<file path="src/rtl/fetch_unit.sv">
// fetch_unit: instruction fetch stage.
// Owns the PC and issues word-aligned requests to instruction memory. Returned
// words are queued together with the PC they were fetched from, and the head is
// presented to decode with a valid/stall handshake. A redirect flushes the queue
// and marks every request still in flight as stale. Stale responses are counted
// down and dropped as they return.
//
// Ports:
//   clk, rst                    core clock, async active-low reset
//   imem_req_o / imem_addr_o    fetch request and word address
//   imem_gnt_i                  request accepted (req && gnt)
//   imem_rvalid_i/imem_rdata_i  in-order response word
//   redirect_i / redirect_pc_i  fetch path change (low two bits ignored)
//   stall_i                     decode holds the head entry
//   instr_o / pc_o              head word and its PC (NOP_INSTR / 0 when empty)
//   instr_valid_o               head entry valid
module fetch_unit #(
  parameter logic [31:0] RESET_PC  = 32'h0000_0000,
  parameter logic [31:0] NOP_INSTR = 32'h0000_0013,
  parameter int          DEPTH     = 2
) (
  input  logic        clk,
  input  logic        rst,
  output logic        imem_req_o,
  output logic [31:0] imem_addr_o,
  input  logic        imem_gnt_i,
  input  logic        imem_rvalid_i,
  input  logic [31:0] imem_rdata_i,
  input  logic        redirect_i,
  input  logic [31:0] redirect_pc_i,
  input  logic        stall_i,
  output logic [31:0] instr_o,
  output logic [31:0] pc_o,
  output logic        instr_valid_o
);
  localparam int AW = $clog2(DEPTH);
  localparam int CW = AW + 1;
  typedef logic [CW-1:0] cnt_t;
  typedef enum logic [1:0] {BOOT, RUN, DRAIN} state_t;

  state_t                 state, state_nxt;
  logic [31:0]            pc;
  cnt_t                   live, cnt, discard_cnt, discard_nxt;
  logic [AW-1:0]          wr_ptr, rd_ptr, tag_wr, tag_rd;
  logic [DEPTH-1:0][31:0] buf_instr, buf_pc, tag_pc;
  logic [CW+1:0]          used;
  logic                   hs, rv_keep, rv_drop, pop;

  // Credits: every slot is either queued, in flight, or in flight and stale.
  assign used          = {2'b00, live} + {2'b00, cnt} + {2'b00, discard_cnt};
  assign imem_req_o    = (state != BOOT) && (used < (CW+2)'(DEPTH)) && !redirect_i;
  assign imem_addr_o   = pc;
  assign hs            = imem_req_o && imem_gnt_i;
  assign rv_drop       = imem_rvalid_i && (discard_cnt != '0);
  assign rv_keep       = imem_rvalid_i && (discard_cnt == '0);
  assign instr_valid_o = (cnt != '0);
  assign pop           = instr_valid_o && !stall_i && !redirect_i;
  assign instr_o       = instr_valid_o ? buf_instr[rd_ptr] : NOP_INSTR;
  assign pc_o          = instr_valid_o ? buf_pc[rd_ptr] : 32'h0;

  // On redirect every live request turns stale, except one returning this
  // very cycle (its word is dropped here instead of later).
  always_comb begin
    discard_nxt = discard_cnt;
    if (redirect_i)
      discard_nxt = discard_cnt + live - cnt_t'(rv_keep) - cnt_t'(rv_drop);
    else if (rv_drop)
      discard_nxt = discard_cnt - cnt_t'(1);
  end

  always_comb begin
    state_nxt = state;
    unique case (state)
      BOOT:    state_nxt = RUN;
      RUN:     if (redirect_i && discard_nxt != '0) state_nxt = DRAIN;
      DRAIN:   if (discard_nxt == '0) state_nxt = RUN;
      default: state_nxt = BOOT;
    endcase
  end

  always_ff @(posedge clk or negedge rst) begin
    if (!rst) begin
      state       <= BOOT;
      pc          <= RESET_PC;
      live        <= '0;
      cnt         <= '0;
      discard_cnt <= '0;
      wr_ptr      <= '0;
      rd_ptr      <= '0;
      tag_wr      <= '0;
      tag_rd      <= '0;
    end else begin
      state       <= state_nxt;
      discard_cnt <= discard_nxt;
      if (redirect_i) begin
        pc     <= {redirect_pc_i[31:2], 2'b00};
        live   <= '0;
        cnt    <= '0;
        wr_ptr <= '0;
        rd_ptr <= '0;
        tag_wr <= '0;
        tag_rd <= '0;
      end else begin
        if (hs) begin
          pc     <= pc + 32'd4;
          tag_wr <= tag_wr + AW'(1);
        end
        if (rv_keep) begin
          wr_ptr <= wr_ptr + AW'(1);
          tag_rd <= tag_rd + AW'(1);
        end
        if (pop) rd_ptr <= rd_ptr + AW'(1);
        live <= live + cnt_t'(hs) - cnt_t'(rv_keep);
        cnt  <= cnt + cnt_t'(rv_keep) - cnt_t'(pop);
      end
    end
  end

  // Storage needs no reset: occupancy counters gate every read.
  always_ff @(posedge clk) begin
    if (hs) tag_pc[tag_wr] <= pc;
    if (rv_keep && !redirect_i) begin
      buf_instr[wr_ptr] <= imem_rdata_i;
      buf_pc[wr_ptr]    <= tag_pc[tag_rd];
    end
  end

  // Protocol checks: the credit rule keeps the queue from overflowing, and
  // memory never answers a request that was not issued.
  a_no_overflow: assert property (@(posedge clk) disable iff (!rst)
    !(rv_keep && !redirect_i && cnt == CW'(DEPTH) && !pop));
  a_no_orphan_rvalid: assert property (@(posedge clk) disable iff (!rst)
    !(imem_rvalid_i && live == '0 && discard_cnt == '0));
endmodule

</file>
<file path="config.mk">
export PLATFORM = sky130hd
export DESIGN_NAME = fetch_unit
export DESIGN_NICKNAME = d
export VERILOG_FILES = /design/src/rtl/fetch_unit.sv
export SDC_FILE = /design/constraint.sdc
export NUM_CORES = 1
export LEC_CHECK = 0
export BUFFER_PORTS_ARGS = -buffer_cell sky130_fd_sc_hd__buf_2
export CAP_MARGIN = 20
export CORE_MARGIN = 2
export CORE_UTILIZATION = 55
export CTS_CLUSTER_SIZE = 40
export DETAILED_ROUTE_END_ITERATION = 12
export PLACE_DENSITY_LB_ADDON = 0.2
export SLEW_MARGIN = 40
export SYNTH_ARGS = -nofsm -noshare
export SYNTH_HDL_FRONTEND = slang
export SYNTH_SLANG_ARGS = --single-unit
</file>
<file path="constraint.sdc">
create_clock -name clk -period 14.1 [get_ports clk]
set_input_delay 0.705 -clock clk [delete_from_list [all_inputs] [get_ports clk]]
set_output_delay 0.705 -clock clk [all_outputs]
set_load 0.005 [all_outputs]
</file>
==> metrics.txt, run 1 <==
Final Util 67.3%; clk root buf clkbuf_16; io pins 168; H-tree levels 1; Worst Reg-to-Reg Cells 14; WL/cell 18.1 um; Starting DRT DRC Count 372; synth unique cells 48; worst setup path startpoint cnt[1]; CP required 14.46 ns; share of layout cells above drive strength 1 29.8%; clk_lat worst skew 0.49 ns; Post CTS Setup Buffer Count 0; Yosys top cell by area edfxtp_1; Die Y 135 um; Hold Crit Class in -> async; Fin. Hold Viols 0; commonest non-fill, non-tap cell in the layout edfxtp_1; Num CTS Buffers 23; max_cap viols 0; Worst setup endpoint live[1]; Total Routing Usage GR 21.1%; overall die width 135 um; largest family of logic cells by synthesized area multiplexers; drt first pass iters 5; routed wl met3 1300 um; most frequent cells in the layout edfxtp_1, buf_2, nor2_1, mux2i_1; Reg2Reg Setup Slack 10.58 ns; gr ovfl total 0; metal2 WL 9420 um; critical setup path kind reg -> reg; CP Depth 14; vias per cell 5.57; total power 0.00204 W; clk buf depth 3; num rows 47; fin cells 1059; Largest delay share family, worst path adder cells; post-route cell area 0.0112 mm^2; initial antenna violation count 0; Post-DP HPWL 12500 um; number of global-route vias before repair 5828; CP bufs+invs 5; post-cts resize count 0; Static Leak 4.33 nW; M1 WL 7950 um; clk slew on worst S/H paths 0.06 ns; Placed Area 0.0105 mm^2; clock skew 0.00854 ns; mapped cell area 0.00944 mm^2; antenna cells 0; Die ar. 0.0182 mm^2; Yosys reg bits 226; setup TNS 0 ns; RePlAce Congestion 0.857; Critical Path End Type flop; share of flip-flops with an asynchronous set or reset 18.6%; Slew headroom 51.6%; count of final setup violators 0; xor/xnor share of the synthesized area 1.48%; Post-Route WL 19200 um; DR vias 5899; DR DRC count 0; Max rail drop VDD 0.000115 V; CP arrival 3.87 ns; IO Port Bufs 161; largest cells by area after synthesis edfxtp_1, dfrtp_1, mux2i_1; Worst-Margin Slew 0.726 ns; share of the synthesized area in the top cell type 58.5%; largest net degree at the start of global routing 64; Fmax achieved 284 MHz; Final Max Slew Viols 0; r2r endpoint live[1]; Max Used Layer met4; Max stage delay cell, worst path fa_1; PD cells 181 mW/mm^2; outcome finished clean; mux cell area share after synthesis 10.3%; RR Startpoint cnt[1]; Placeable Area 0.0167 mm^2; global-route wire length before repair 30100 um; Seq/Total Area, Yosys 69.7%; TritonCTS clock tree yes; area grow syn2layout 19.0%; Worst path max stage delay 0.51 ns; Num Clock Sinks 226; RSZ-0062 raised after global routing false; synthesized area per cell 14.3 um^2; final net count 905; Tcrit/Tclk final 24.9%; crit path max fanout 30; Syn Inst Count 658; Synthesis Warnings 0; min cycle time layout 3.52 ns; antenna violation net count after detailed routing 0; placed cell count 1018; # hold bufs at CTS 0; ys flop type edfxtp_1; Post-Synth Simple-Gate Area 9.71%; Worst setup SP type flop; critical-path cell list inv_1 -> fa_1 -> inv_1 -> ha_1 -> nor4b_2 -> and3b_1 -> buf_4 -> inv_2 -> ha_1 -> inv_1 -> ha_1 -> xnor2_1 -> xnor2_1 -> nor2_1; area share of fa/ha/maj cells after synthesis 1.75%; Synth Area in Compound Gates 4.65%; initial core utilization 56.5%; Post-synth EDFFs 184
[metal layers]
layer  GRT usage (%)  up-vias
met4            6.89        0
met5               0        -
li1                -     2768
met1            28.0     2876
met2            35.6      213
met3            3.72       42
[sequential cells by signal, summed over array words and instances (netlist names), 2 cells and up]
register,flops
cnt,2
buf_pc,60
buf_instr,64
state,2
tag_pc,60
live,2
imem_addr_o,30
discard_cnt,2
[power breakdown]
| part | switching [W] | total, W | internal (W) |
|---|---|---|---|
| Sequential | 0.0000760 | 0.000923 | 0.000847 |
| Combinational | 0.000307 | 0.000541 | 0.000234 |
| Clock | 0.000231 | 0.000572 | 0.000341 |
| Total | 0.000614 | 0.00204 | 0.00142 |
[cell families (layout without fill, tap and decap cells)]
| logic type | after synthesis | count (layout) |
|---|---|---|
| and+or+nand+nor | 189 | 189 |
| other | 1 | 4 |
| DFF | 226 | 226 |
| adders and majority gates | 12 | 12 |
| AOI/OAI and AO/OA | 67 | 67 |
| xor gates and xnor gates | 16 | 16 |
| buffers and inverters | 54 | 232 |
| muxes | 93 | 93 |
[cell type report]
class	instances	area (um^2)
sequential	226	6580
fill	1213	5470
multi-input combinational	381	2670
timing repair buffer	172	918
clock buffer	29	608
tap	220	275
clock inverter	12	110
inverter	19	71.3
[how the worst min path moves through the flow]
stage,end,cells after the start
4_1_cts,imem_addr_o[15],1
3_3_place_gp,tag_wr,1
5_1_grt,tag_wr,1
6_report,imem_addr_o[15],1
3_5_place_dp,state[0],1
2_1_floorplan,cnt[0],0
[through the flow]
step                setup slack, ns  hold slack [ns]
finish                        10.58            0.206
global placement              10.43            0.496
global route                  10.29            0.235
CTS                           10.25            0.212
floorplan                      8.22            0.409
detailed placement            10.31            0.519
[Yosys cell counts (8+ instances only)]
cell type and n:
nand3_1 16, o211ai_1 9, nor2_1 81, mux2_2 30
edfxtp_1 184, clkbuf_1 17, mux2i_1 63, dfrtp_1 42
xnor2_1 8, nand4_1 15, xor2_1 8, nand2_1 41
inv_1 19, ha_1 10, o21ai_0 24
No activity file was read; power rests on OpenSTA's default activity.
==> inputs of run 2 (changes only) <==
ABC_AREA = 1   (was not set)
CORE_UTILIZATION = 51   (was 55)
clock period = 2.9 ns   (was 14.1 ns; I/O delays follow)
==> metrics.txt, run 2 <==
number of flip-flops under the largest register name 64 (unchanged); number of fill cells in the layout 1412 (+16%); Final Util 66.4% (-0.81 points); overall die width 142 um (+5.5%); share of flip-flops with an asynchronous set or reset 18.6% (unchanged); io pins 168 (unchanged); Total Routing Usage GR 20.8% (-0.23 points); Fmax achieved 385 MHz (+35%); RSZ-0062 raised after global routing false; initial antenna violation count 0 (unchanged); Placeable Area 0.0188 mm^2 (+12%); Post-Route WL 21300 um (+11%); Max rail drop VDD 0.000511 V (+340%); TritonCTS clock tree yes; most frequent cell after synthesis nand2_1; commonest non-fill, non-tap cell in the layout nand2_1; outcome finished clean; share of layout cells above drive strength 1 19.6% (-10 points); Worst setup SP type flop; area grow syn2layout 27.7%; number of global-route vias before repair 6840 (+17%); Tcrit/Tclk final 89.6% (+65 points); Hold Crit Class in -> reg; Starting DRT DRC Count 383 (+3.0%); antenna cells 0 (unchanged); Critical Path End Type flop; share of the synthesized area in the top cell type 56.6% (-2.0 points); Num Clock Sinks 226 (unchanged); slack of the critical path 0.300 ns (-10.28 ns); IO Port Bufs 161 (unchanged); most frequent cells in the layout nand2_1, edfxtp_1, buf_2, dlygate4sd3_1, a21oi_1; clk_lat worst skew 0.50 ns (about the same); min cycle time layout 2.60 ns (-0.918 ns); Top reg by flops buf_instr; synthesized area per cell 10.4 um^2 (-28%); Num CTS Buffers 24 (+4.3%); Reg2Reg Setup Slack 0.30 ns (-10.28 ns); Post-synth EDFFs 184 (unchanged); largest net degree at the start of global routing 63 (-1.6%); Yosys top cell by area edfxtp_1; RePlAce Congestion 0.949 (+11%); crit path max fanout 15 (-50%); worst slack at placement 0.295 ns (-10.01 ns); CP required 3.28 ns (-11.18 ns); RR Startpoint live[1]; mapped cell area 0.00977 mm^2 (+3.5%); count of final setup violators 0 (unchanged); PD cells 868 mW/mm^2 (+380%); clock skew 0.00943 ns (+0.000890 ns); synth unique cells 30 (-38%); gr ovfl total 0 (unchanged); global-route wire length before repair 33500 um (+11%); CP arrival 2.98 ns (-0.89 ns); critical setup path kind reg -> reg; Post-DP HPWL 13400 um (+7.5%); register area 0.00658 mm^2 (about the same); Synth top cells by count nand2_1, edfxtp_1, a21oi_1, nor2_1, inv_1; Worst setup endpoint imem_addr_o[29]; Fin. Hold Viols 0 (unchanged); drt first pass iters 5 (unchanged); WL/cell 14.9 um (-18%); final net count 1258 (+39%); H-tree levels 1 (unchanged); Seq/Total Area, Yosys 67.3% (-2.3 points); max_cap viols 0 (unchanged); Static Leak 5.31 nW (+23%); Largest regs buf_instr (64), buf_pc (60), tag_pc (60); Final Max Slew Viols 0 (unchanged); DR DRC count 0 (unchanged); Die Y 142 um (+5.5%); area of the multi-input gates 0.00288 mm^2 (+7.9%); antenna violation net count after detailed routing 0 (unchanged); post-cts resize count 0 (unchanged); ys flop type edfxtp_1; clk buf depth 3 (unchanged); worst setup path startpoint live[1]; Worst-Margin Slew 0.699 ns (-0.0274 ns); Worst Reg-to-Reg Cells 12 (-2); vias per cell 5.01 (-10%); initial core utilization 52.0% (-4.5 points); largest cells by area after synthesis edfxtp_1, nand2_1, dfrtp_1; clk slew on worst S/H paths 0.06 ns (about the same); Synthesis Warnings 0 (unchanged); Syn Inst Count 942 (+43%); Die ar. 0.0203 mm^2 (+11%); DR vias 7150 (+21%); num rows 50 (+6.4%); r2r endpoint imem_addr_o[29]; Yosys reg bits 226 (unchanged); Slew headroom 53.4% (+1.8 points); clk root buf clkbuf_16
==> run 2: changes by cell type in the layout (fill, tap and decap cells not counted), sizes merged, moves of 6 or more <==
cell	before	now
mux2	30	0
inv	19	51
o21ai	24	12
nand3b	0	8
nand2	41	402
buf	172	179
nor2	81	63
dlygate4sd3	0	64
a21oi	7	61
mux2i	63	0
and3	6	0
nand4	16	2
or3	7	0
nand3	17	36
==> run 2: worst min path at each step <==
stage | slack (ns) | endpoint | startpoint | cells after the start
2_1_floorplan | -0.15 | cnt[0] | rst | 0
3_3_place_gp | 0.33 | buf_instr[47] | imem_rdata_i[15] | 1
3_5_place_dp | 0.18 | imem_addr_o[29] | rst | 1
4_1_cts | 0.07 | discard_cnt[0] | imem_rvalid_i | 6
5_1_grt | 0.14 | discard_cnt[0] | imem_rvalid_i | 6
6_report | 0.08 | discard_cnt[0] | imem_rvalid_i | 6
==> run 2: cell type report <==
cell class                 instances  area share (%)
tap                              234            2.35
sequential                       226            52.7
inverter                          51            1.54
clock inverter                    16            1.66
clock buffer                      28            5.11
timing repair buffer             243            13.5
multi-input combinational        630            23.1
==> run 2: metal layers <==
| layer | vias up | routed length [um] | GRT usage (%) |
|---|---|---|---|
| met3 | 33 | 1310 | 2.96 |
| met4 | 0 | 447 | 5.94 |
| met5 | - | 0 | 0 |
| li1 | 3576 | - | - |
| met1 | 3315 | 9500 | 28.2 |
| met2 | 226 | 10100 | 35.5 |
==> run 2: power breakdown <==
group,internal (W),switching (W),total [W]
Sequential,0.00417,0.000456,0.00463
Clock,0.00201,0.00119,0.00320
Combinational,0.00112,0.00186,0.00299
Total,0.00731,0.00351,0.0108
==> run 2: worst max-delay path, cell delays in order (launching register included) <==
cell,delay [ns]
dfrtp_1,0.39
inv_1,0.10
fa_1,0.54
inv_1,0.04
ha_1,0.27
nor2_1,0.13
nand4_1,0.16
buf_4,0.22
nand2_2,0.07
inv_1,0.15
buf_4,0.24
nand2_1,0.07
nand3_1,0.09
==> run 2: through the flow <==
| step | setup TNS, ns | instances | hold WS [ns] | area, um^2 | total power, W |
|---|---|---|---|---|---|
| 2_1_floorplan | -10.85 | 945 | -0.151 | 9800 | 0.00635 |
| 3_3_place_gp | 0 | 1320 | 0.333 | 11000 | 0.00753 |
| 3_5_place_dp | 0 | 1320 | 0.181 | 11000 | 0.00761 |
| 4_1_cts | 0 | 1428 | 0.0719 | 12500 | 0.0109 |
| 5_1_grt | 0 | 1428 | 0.142 | 12500 | 0.0115 |
| 6_report | 0 | 1428 | 0.0846 | 12500 | 0.0108 |
==> run 2: what timing repair did <==
action,in CTS,in global routing
buffers inserted,0,0
endpoints found under the setup margin,0,0
endpoints found under the hold margin,137,0
hold buffers,64,0
==> run 2: logic make-up after synthesis <==
logic type / after synthesis / share of synthesized area (%)
and+or+nand+nor: 511 / 21.0
xor gates and xnor gates: 16 / 1.43
adders and majority gates: 12 / 1.69
DFF: 226 / 67.3
buffers and inverters: 89 / 3.68
other: 1 / 0.0384
AOI/OAI and AO/OA: 87 / 4.79
==> inputs of run 3 (changes only) <==
CELL_PAD_IN_SITES_DETAIL_PLACEMENT = 0   (was not set)
CELL_PAD_IN_SITES_GLOBAL_PLACEMENT = 1   (was not set)
CORE_UTILIZATION = 39   (was 51)
==> metrics.txt, run 3 (synthesized netlist as in run 2, its figures left out) <==
Worst-Margin Slew 0.708 ns (+0.00854 ns); final net count 1257 (-0.079%); vias per cell 4.56 (-8.9%); CP required 3.29 ns (about the same); Slew headroom 52.8% (-0.57 points); drt first pass iters 4 (-1); Max rail drop VDD 0.000462 V (-9.7%); Top reg by flops buf_instr; post-route cell area 0.0124 mm^2 (-0.31%); critical setup path kind reg -> reg; max_cap viols 0 (unchanged); clk_lat worst skew 0.52 ns (+0.02 ns); clock skew 0.0144 ns (+0.00493 ns); area grow syn2layout 27.3%; Fin. Hold Viols 0 (unchanged); Post-Route WL 21900 um (+2.7%); clk root buf clkbuf_16; number of fill cells in the layout 2246 (+59%); placed cell count 1408 (+6.7%); Die ar. 0.0263 mm^2 (+30%); Static Leak 5.24 nW (-1.5%); overall die width 162 um (+14%); io pins 168 (unchanged); Num CTS Buffers 25 (+4.2%); Worst path max stage delay 0.54 ns (about the same); DR vias 6914 (-3.3%); Total Routing Usage GR 16.7% (-4.1 points); Placeable Area 0.0245 mm^2 (+30%); commonest non-fill, non-tap cell in the layout nand2_1; count of final setup violators 0 (unchanged); Num Clock Sinks 226 (unchanged); antenna violation net count after detailed routing 0 (unchanged); Largest delay share family, worst path adder cells; RePlAce Congestion 0.814 (-14%); fin cells 1516 (+6.2%); initial antenna violation count 0 (unchanged); num rows 57 (+14%); Final Max Slew Viols 0 (unchanged); critical-path cell list inv_1 -> fa_1 -> inv_1 -> ha_1 -> nor2_1 -> nand4_1 -> buf_4 -> nand2_2 -> inv_1 -> buf_4 -> nand2_1 -> nand3_1; antenna cells 0 (unchanged); min cycle time layout 2.57 ns (-0.0339 ns); number of flip-flops under the largest register name 64 (unchanged); crit path max fanout 15 (unchanged); Largest regs buf_instr (64), buf_pc (60), tag_pc (60); number of global-route vias before repair 6577 (-3.8%); IO Port Bufs 161 (unchanged); Crit path top cell by count inv_1; DR DRC count 0 (unchanged); initial core utilization 39.9% (-12 points); outcome finished clean; gr ovfl total 0 (unchanged); global-route wire length before repair 34600 um (+3.3%); Max stage delay cell, worst path fa_1; Starting DRT DRC Count 398 (+3.9%); Post CTS Setup Buffer Count 0 (unchanged); Placed Area 0.0110 mm^2 (+0.41%); CP arrival 2.96 ns (-0.02 ns); TritonCTS clock tree yes; most frequent cells in the layout nand2_1, edfxtp_1, buf_2, dlygate4sd3_1, a21oi_1; CP bufs+invs 5 (unchanged); Tcrit/Tclk final 88.5% (-1.2 points); largest net degree at the start of global routing 64 (+1.6%); H-tree levels 1 (unchanged); share of layout cells above drive strength 1 19.6% (+0.033 points); worst hold margin 0.0669 ns (-0.0176 ns); Worst setup SP type flop; clk slew on worst S/H paths 0.06 ns (about the same); Hold Crit Class in -> async; Fmax achieved 390 MHz (+1.3%); RSZ-0062 raised after global routing false; clk buf depth 3 (unchanged); Post-DP HPWL 14300 um (+6.8%); Critical Path End Type flop; WL/cell 14.5 um (-3.3%); Die Y 162 um (+14%); PD cells 843 mW/mm^2 (-2.9%)
[run 3: changes by cell type in the layout (fill, tap and decap cells not counted)]
cell,change
buf_12,-4
buf_2,+1
buf_4,+1
bufinv_16,-4
clkbuf_1,+1
clkinv_1,-3
clkinv_2,+1
clkinvlp_4,+4
inv_6,+1
[run 3: worst reg2reg max path, stage by stage (launching register included)]
cell,delay [ns]
dfrtp_1,0.40
inv_1,0.11
fa_1,0.54
inv_1,0.04
ha_1,0.27
nor2_1,0.12
nand4_1,0.15
buf_4,0.22
nand2_2,0.07
inv_1,0.15
buf_4,0.23
nand2_1,0.08
nand3_1,0.07
[run 3: power by group]
part           internal, W  switching [W]
combinational      0.00110        0.00184
clock              0.00168        0.00122
sequential         0.00417       0.000473
total              0.00695        0.00352
[run 3: layout make-up]
type                    count  area (um^2)  share of cell area [%]
flip-flops and latches    226         6580                    52.9
multi-input cells         630         2880                    23.2
repair buffers            241         1620                    13.0
clock buffers              29          641                    5.15
well taps                 324          405                    3.26
inverters                  51          191                    1.54
clock inverters            15          119                   0.956
[run 3: what timing repair did]
item                                    CTS  global route
gates resized for setup                   0             0
endpoints found under the setup margin    0             0
hold buffers                             64             0
endpoints found under the hold margin   137             0
[run 3: metrics by stage]
step / TNS (ns) / worst slack, ns / power (W) / util [%]
6_report: 0 / 0.334 / 0.0105 / 50.8
4_1_cts: 0 / 0.298 / 0.0106 / 50.8
2_1_floorplan: -10.85 / -0.0943 / 0.00635 / -
5_1_grt: 0 / 0.161 / 0.0112 / 50.8
3_5_place_dp: 0 / 0.307 / 0.00764 / 45.1
3_3_place_gp: 0 / 0.331 / 0.00760 / 45.1
[run 3: final timing paths]
path / start / to / slack [ns] / cells past startpoint
worst max register to register: live[1] / imem_addr_o[26] / 0.33 / 12
worst min-delay path: rst / imem_addr_o[27] / 0.07 / 2
worst max-delay path: live[1] / imem_addr_o[26] / 0.33 / 12
worst min register to register: tag_pc[17] / buf_pc[17] / 0.53 / 2
min in group clk: imem_rvalid_i / discard_cnt[0] / 0.08 / 6
max in group asynchronous: rst / rd_ptr / 2.10 / 3
[run 3: per-layer routing]
layer,share of wire (%),track usage (%)
met5,0,0
met3,4.6,2.71
met2,46,27.2
met1,48,23.7
met4,1.8,3.90
